## config.mk

```make
export PLATFORM = sky130hd
export DESIGN_NAME = riscv_dcache_ctrl
export DESIGN_NICKNAME = d
export VERILOG_FILES = /design/src/rtl/riscv_dcache_ctrl.sv
export SDC_FILE = /design/constraint.sdc
export NUM_CORES = 1
export LEC_CHECK = 0
export CAP_MARGIN = 20
export CORE_UTILIZATION = 30
export DETAILED_ROUTE_END_ITERATION = 7
export PLACE_DENSITY = 0.92
export SYNTH_ARGS = -nofsm -noshare
export SYNTH_HDL_FRONTEND = slang
export SYNTH_SLANG_ARGS = --single-unit
```

## constraint.sdc

```tcl
create_clock -name clk -period 3.9 [get_ports clk]
set_clock_uncertainty 0.05 [all_clocks]
set_input_delay 1.17 -clock clk [delete_from_list [all_inputs] [get_ports clk]]
set_output_delay 1.17 -clock clk [all_outputs]
set_load 0.01 [all_outputs]
```

## src/rtl/riscv_dcache_ctrl.sv

```systemverilog
// ============================================================================
// riscv_dcache_ctrl
// ----------------------------------------------------------------------------
// Write-back, write-allocate data-cache controller FSM.
//   IDLE       : serve hits with zero latency; a miss starts a line transfer.
//   WRITE_BACK : the victim line is dirty and is written back (old tag).
//   ALLOCATE   : the new line is read from memory (CPU tag) and refilled.
//   UPDATE     : one settle cycle, then IDLE replays the request as a hit.
// Only the state is registered. All other outputs are decoded
// combinationally from the state and the inputs.
//
// Configuration macro:
//   DCACHE_PERF_CNT_EN - when defined, saturating hit and miss counters are
//                        built. When undefined, hit_cnt and miss_cnt are
//                        tied to zero and no counter flops exist.
// ============================================================================
module riscv_dcache_ctrl #(
    parameter int CNT_W = 32
) (
    input  logic             clk,
    input  logic             rst,
    input  logic             cpu_rd_req,
    input  logic             cpu_wr_req,
    input  logic             hit,
    input  logic             dirty,
    input  logic             mem_ready,
    output logic             stall,
    output logic             replace_tag,
    output logic             dirty_in,
    output logic             valid_in,
    output logic             data_wr_en,
    output logic             refill_en,
    output logic             mem_rd_req,
    output logic             mem_wr_req,
    output logic             mem_addr_sel,
    output logic [CNT_W-1:0] hit_cnt,
    output logic [CNT_W-1:0] miss_cnt
);

    localparam logic [1:0] IDLE       = 2'd0;
    localparam logic [1:0] WRITE_BACK = 2'd1;
    localparam logic [1:0] ALLOCATE   = 2'd2;
    localparam logic [1:0] UPDATE     = 2'd3;

    logic [1:0] state;
    logic [1:0] state_nxt;
    logic       req;
    logic       is_store;

    // A request is a load or a store. When both are high, the request is
    // handled as a store. The request is masked while reset is held, so no
    // output can assert then: the state is already IDLE, and only the IDLE
    // decode looks at the request.
    assign req      = rst & (cpu_rd_req | cpu_wr_req);
    assign is_store = cpu_wr_req;

    // State register with asynchronous clear to IDLE.
    always_ff @(posedge clk or negedge rst) begin
        // NOTE: sequential state uses non-blocking assignment so every flop
        // samples pre-edge values regardless of block evaluation order.
        if (!rst) begin
            state <= IDLE;
        end else begin
            state <= state_nxt;
        end
    end

    // Next-state and output decode.
    always_comb begin
        // NOTE: every output gets a default first, so no path through the
        // case leaves a signal unassigned (which would infer a latch).
        state_nxt    = state;
        stall        = 1'b0;
        replace_tag  = 1'b0;
        dirty_in     = 1'b0;
        valid_in     = 1'b0;
        data_wr_en   = 1'b0;
        refill_en    = 1'b0;
        mem_rd_req   = 1'b0;
        mem_wr_req   = 1'b0;
        mem_addr_sel = 1'b0;

        case (state)
            IDLE: begin
                if (req) begin
                    if (hit) begin
                        // A store hit updates the data array and marks the
                        // line dirty in the same cycle. A load hit needs
                        // nothing beyond stall staying low.
                        if (is_store) begin
                            data_wr_en  = 1'b1;
                            replace_tag = 1'b1;
                            valid_in    = 1'b1;
                            dirty_in    = 1'b1;
                        end
                    end else begin
                        stall     = 1'b1;
                        state_nxt = dirty ? WRITE_BACK : ALLOCATE;
                    end
                end
            end

            WRITE_BACK: begin
                stall        = 1'b1;
                mem_wr_req   = 1'b1;
                mem_addr_sel = 1'b1;
                if (mem_ready) begin
                    state_nxt = ALLOCATE;
                end
            end

            ALLOCATE: begin
                stall      = 1'b1;
                mem_rd_req = 1'b1;
                if (mem_ready) begin
                    // The refilled line is clean. A pending store dirties
                    // it when it is replayed from IDLE.
                    refill_en   = 1'b1;
                    replace_tag = 1'b1;
                    valid_in    = 1'b1;
                    dirty_in    = 1'b0;
                    state_nxt   = UPDATE;
                end
            end

            UPDATE: begin
                stall     = 1'b1;
                state_nxt = IDLE;
            end

            default: begin
                state_nxt = IDLE;
            end
        endcase
    end

`ifdef DCACHE_PERF_CNT_EN
    logic             first_after_upd;
    logic             hit_evt;
    logic             miss_evt;
    logic [CNT_W-1:0] hit_cnt_q;
    logic [CNT_W-1:0] miss_cnt_q;

    // The first IDLE cycle after UPDATE is the replay of the miss that was
    // just serviced. It is already counted as a miss, so it is not a hit.
    assign hit_evt  = (state == IDLE) && req && hit && !first_after_upd;
    assign miss_evt = (state == IDLE) && req && !hit;

    // Marks the IDLE cycle that directly follows UPDATE.
    always_ff @(posedge clk or negedge rst) begin
        if (!rst) begin
            first_after_upd <= 1'b0;
        end else begin
            first_after_upd <= (state == UPDATE);
        end
    end

    // Saturating hit and miss counters, held at zero during reset.
    always_ff @(posedge clk or negedge rst) begin
        if (!rst) begin
            hit_cnt_q  <= '0;
            miss_cnt_q <= '0;
        end else begin
            if (hit_evt && (hit_cnt_q != '1)) begin
                hit_cnt_q <= hit_cnt_q + CNT_W'(1);
            end
            if (miss_evt && (miss_cnt_q != '1)) begin
                miss_cnt_q <= miss_cnt_q + CNT_W'(1);
            end
        end
    end

    assign hit_cnt  = hit_cnt_q;
    assign miss_cnt = miss_cnt_q;
`else
    assign hit_cnt  = '0;
    assign miss_cnt = '0;
`endif

endmodule

```

==> run metrics, run 1 <==
number of antenna violations at the first check in global routing 0; Cell Rows 17; routed len/inst roughly 6.3 um; # nets final ~120; Yosys top cell area share 0.6967; proportion of synthesized chip area in sequential cells 0.06932; vias per std cell 2.871; Leak Pwr roughly 0.00041 uW; Synth Flop Type dfrtp_1; power density over cell area around 460 nW/um^2; # setup viols final 0; Yosys top cell by area buf_4; synth top area cells buf_4, dfrtp_1, ha_1; largest registers state: 2 flops; DRT antenna net count 0; count of flip-flops with a built-in enable after synthesis 0; Area Growth Syn to Fin -6.759%; Final Worst Setup Slack 126.9 ps; placed cell count 129; CTS H-tree lvls 1; I/O pins 80; DRC Markers 0; PortBufs 15; post-layout min period 3773 ps; Final Max Slew Viols 0; Final Hold Violating Endpoints 0; worst-skew pair later-pin latency 220 ps; Ant. Diodes 0; Setup Buffers After CTS 0; Placeable Area ~2200 um^2; Final Non-Filler Cells 132; most instantiated library cell after synthesis buf_4; routed wire length 827 um; Syn Area/Cell slightly above 8 um^2; Largest register FFs 2; RSZ-0062 raised after global routing false; first-pass GRT wire length 1028 um; root buffer cell clkbuf_4; synthesized area 721.9 um^2; All-Layer GR Usage 0.05937; CTS tree yes; largest net degree at the start of global routing 5; Crit Path Max Fanout 3; vias in the first global route 255; DR vias 379; GRT overflow 0; Clock Pin Slew Worst Setup and Hold Paths roughly 30 ps; crit path kind input pin to output port; Max Buffers Root-to-Sink 2; Yosys reg bits 2; critical path launch point type input pin; Crit. End Element output port; initial core utilization 0.3232; Iter 0 DRT Violations 3; Tcrit/Tclk final 0.9675; Critical Path AT 2550 ps; Fillers 248; total power 310.4 uW; worst slack, placed 19.71 ps; Hold WC Path Type register to register; Initial DRT Pass Iterations 2; CTS Buf Count 3; Clock Sinks 2; layout cells sized above 1 0.08654; routability cong. 0.5692; Largest Register state; setup TNS 0 ps; Synth cell types 13; Die Wd 51.06 um; die area 2607 um^2; Synth Warn # 0; Die Ht just over 50 um; synth cell count leaders buf_4, ha_1, mux2i_1; cells after synthesis 89; critical path data required time 2680 ps; Peak VDD IR 147.6 uV; outcome completed; Core Util, Final 0.3014; max cap viols 0; ys async rst share 1.000; Max Fclk 265.0 MHz; Detailed Place HPWL 736.5 um
## cells by family (layout without fill, tap and decap cells)
kind of cell | count (synthesis) | after routing | synth area share
buffers and inverters | 70 | 22 | 0.7123
and+or+nand+nor | 6 | 6 | 0.06413
adders and majority gates | 4 | 4 | 0.06933
muxes | 4 | 4 | 0.05546
AOI/OAI and AO/OA | 2 | 2 | 0.02427
DFF | 2 | 2 | 0.06933
other | 1 | 64 | 0.005194
## worst max-delay path: stages
cell             delay (ps)
clkdlybuf4s50_1         480
and4_2                  240
or2_1                   120
clkdlybuf4s50_1         540
## where the power goes
part	switching, uW	internal (uW)
logic	118	109
registers	5.27	32.5
clock network	11.3	33.9
total	135	176
## area by class of cell
| cell class | instances | area [um^2] | area share |
|---|---|---|---|
| timing repair buffer | 16 | 160.2 | 0.2379 |
| tap | 28 | 35.03 | 0.05204 |
| multi-input combinational | 80 | 394.1 | 0.5855 |
| clock buffer | 3 | 22.52 | 0.03346 |
| inverter | 3 | 11.26 | 0.01673 |
| sequential | 2 | 50.05 | 0.07435 |
## layer usage
layer | share of wire | GRT usage | wire [um] | up-vias
li1 | - | - | - | 173
met1 | 0.30 | 0.04938 | 247 | 163
met2 | 0.51 | 0.09430 | 421 | 43
met3 | 0.19 | 0.03869 | 157 | 0
met4 | 0 | 0.05556 | 0 | 0
met5 | 0 | 0 | 0 | -
## layout by cell type, fill, tap and decap left out, drive strengths merged, types with 2 or more instances in the layout
cell           netlist  final
clkdlybuf4s50        0     14
dfrtp                2      2
inv                  3      3
conb                 1     64
ha                   4      4
mux2i                4      4
nor2                 2      2
o21ai                2      2
clkbuf               0      3
## final timing paths
| path | startpoint | end | slack (ps) | cells after the start |
|---|---|---|---|---|
| min reg2reg | state[0] | state[0] | 550 | 2 |
| max | hit | valid_in | 130 | 4 |
| max in group asynchronous | rst | state[1] | 2790 | 2 |
| max reg2reg | state[0] | state[1] | 2600 | 5 |
| min in group asynchronous | rst | state[0] | 920 | 2 |
| min | state[0] | state[0] | 550 | 2 |
## stage by stage
stage | area, um^2 | hold WS, ps
2_1_floorplan | 958.4 | 503.0
3_3_place_gp | 648.1 | 534.3
3_5_place_dp | 648.1 | 555.5
4_1_cts | 670.6 | 562.4
5_1_grt | 673.1 | 615.4
6_report | 673.1 | 553.0
## what timing repair did
action | 4_1_cts | 5_1_grt
hold buffers | 0 | 0
setup endpoints to repair | 0 | 2
gates resized for setup | 0 | 1
No activity file was read; power rests on OpenSTA's default activity.
==> inputs of run 2 (changes only) <==
- ABC_CLOCK_PERIOD_IN_PS: default -> 3720
- CORE_UTILIZATION: 30 -> 28
- PLACE_DENSITY: 0.92 -> 0.87
- clock period: 3.9 -> 3.72 ns (I/O delays scaled with it)
==> run metrics, run 2 (same netlist as run 1, synthesis figures left out) <==
Leak Pwr 0.0004249 uW; Placeable Area approximately 2500 um^2; FF+latch area around 50 um^2; DRC Markers 0; routed wire length 874 um; Tcrit/Tclk final 0.9663; Max Fclk 278.2 MHz; Hold WC Path Type register to register; Placed Area 658.1 um^2; max cap viols 0; worst slack, placed 1.751 ps; Critical Path AT 2430 ps; DR vias about 380; post-layout min period between 3000 and 4000 ps; Crit Path Max Fanout 3; Ant. Diodes 0; Crit Reg-Reg Endpoint state[1]; clock share of power 0.149; Area Growth Syn to Fin -5.199%; CTS H-tree lvls 1; Crit. End Element output port; routability cong. between 0.5 and 0.6; Cell Rows 18; crit path kind input pin to output port; Fillers 279; setup TNS 0 ps; outcome completed; Final Worst Setup Slack 125.2 ps; sw frac 0.4476; Reg-to-Reg Start state[0]; GRT overflow 0; Peak VDD IR ~190 uV; Largest Register state; Die Ht between 50 and 60 um; power density over cell area 473.6 nW/um^2; P_int ~180 uW; commonest non-fill, non-tap cell in the layout conb_1; Initial DRT Pass Iterations 5; number of antenna violations at the first check in global routing 0; root buffer cell clkbuf_4; # nets final 118; P_sw 145.1 uW; PortBufs 15; CTS tree yes; All-Layer GR Usage 0.06202; hold depth 2; Combinational Power Share 0.725; area occupied by multi-input gates 394.1 um^2; die area 2785 um^2; Worst Hold End state[1]; routed len/inst ~6.5 um; Final Max Slew Viols 0; worst-skew pair later-pin latency 220 ps; DRT antenna net count 0; I/O pins 80; commonest non-fill, non-tap cells in the layout conb_1, clkdlybuf4s50_1, mux2i_1, ha_1; layout cells sized above 1 0.09524; largest net degree at the start of global routing 5; Clock Sinks 2; Final Hold Violating Endpoints 0; vias per std cell around 2.8; Die Wd approximately 53 um; CTS Buf Count 3; vias in the first global route 259; initial core utilization 0.2941; largest registers state: 2 flops; critical path data required time 2550 ps; Clock Pin Slew Worst Setup and Hold Paths 30 ps; Largest register FFs 2; Core Util, Final 0.2788; Max Buffers Root-to-Sink 2; reg2reg setup slack 2400 ps; Iter 0 DRT Violations 3; critical path launch point type input pin; # setup viols final 0; Detailed Place HPWL a little under 800 um; RSZ-0062 raised after global routing false; first-pass GRT wire length 1117 um; worst r2r path cells 5; Seq pwr share 0.126; final non-filler cell area 684.4 um^2; min-delay src state[1]
run 2: final cells by class:
type	instances	area share
repair buffers	17	0.2468
inverters	3	0.01645
flip-flops and latches	2	0.07313
well taps	30	0.05484
multi-input cells	80	0.5759
clock buffers	3	0.03291
run 2: metrics by stage:
stage,power [uW],hold slack (ps),instances
final,324.1,591.3,135
after global routing,357.9,639.5,135
after CTS,334.6,611.4,135
after detailed placement,285.6,601.9,132
after global placement,273.7,557.7,132
after floorplan,249.1,503.0,152
run 2: repair_timing:
| item | 4_1_cts | 5_1_grt |
|---|---|---|
| hold buffers | 0 | 0 |
| setup endpoints to repair | 1 | 2 |
| resized for setup | 1 | 2 |
| setup buffers | 0 | 0 |
| pin swaps | 0 | 0 |
run 2: per-layer routing:
layer  vias to the layer above  share of wire  GRT usage
li1                        173              -          -
met1                       165           0.27    0.04252
met2                        41           0.55     0.1118
met3                         0           0.17    0.04058
met4                         0              0    0.05263
met5                         -              0          0
run 2: power by group through the flow:
stage / Combinational (uW) / Clock [uW] / Sequential [uW]
after global placement: 234 / 0 / 39.4
after floorplan: 210 / 0 / 38.8
after detailed placement: 244 / 0 / 41.4
after global routing: 259 / 57.0 / 42.1
after CTS: 241 / 51.9 / 41.3
final: 235 / 48.2 / 41.0
run 2: worst max-delay path by stage:
stage	startpoint	to	slack, ps	depth (start not counted)
finish	rst	data_wr_en	130	3
global placement	rst	stall	20	5
global route	rst	data_wr_en	70	3
floorplan	hit	valid_in	780	3
CTS	rst	stall	0.9	5
detailed placement	rst	valid_in	2	4
run 2: critical path, cell delays in order:
cell and delay [ps]:
clkdlybuf4s50_1 520, and4_2 250, clkdlybuf4s50_1 540
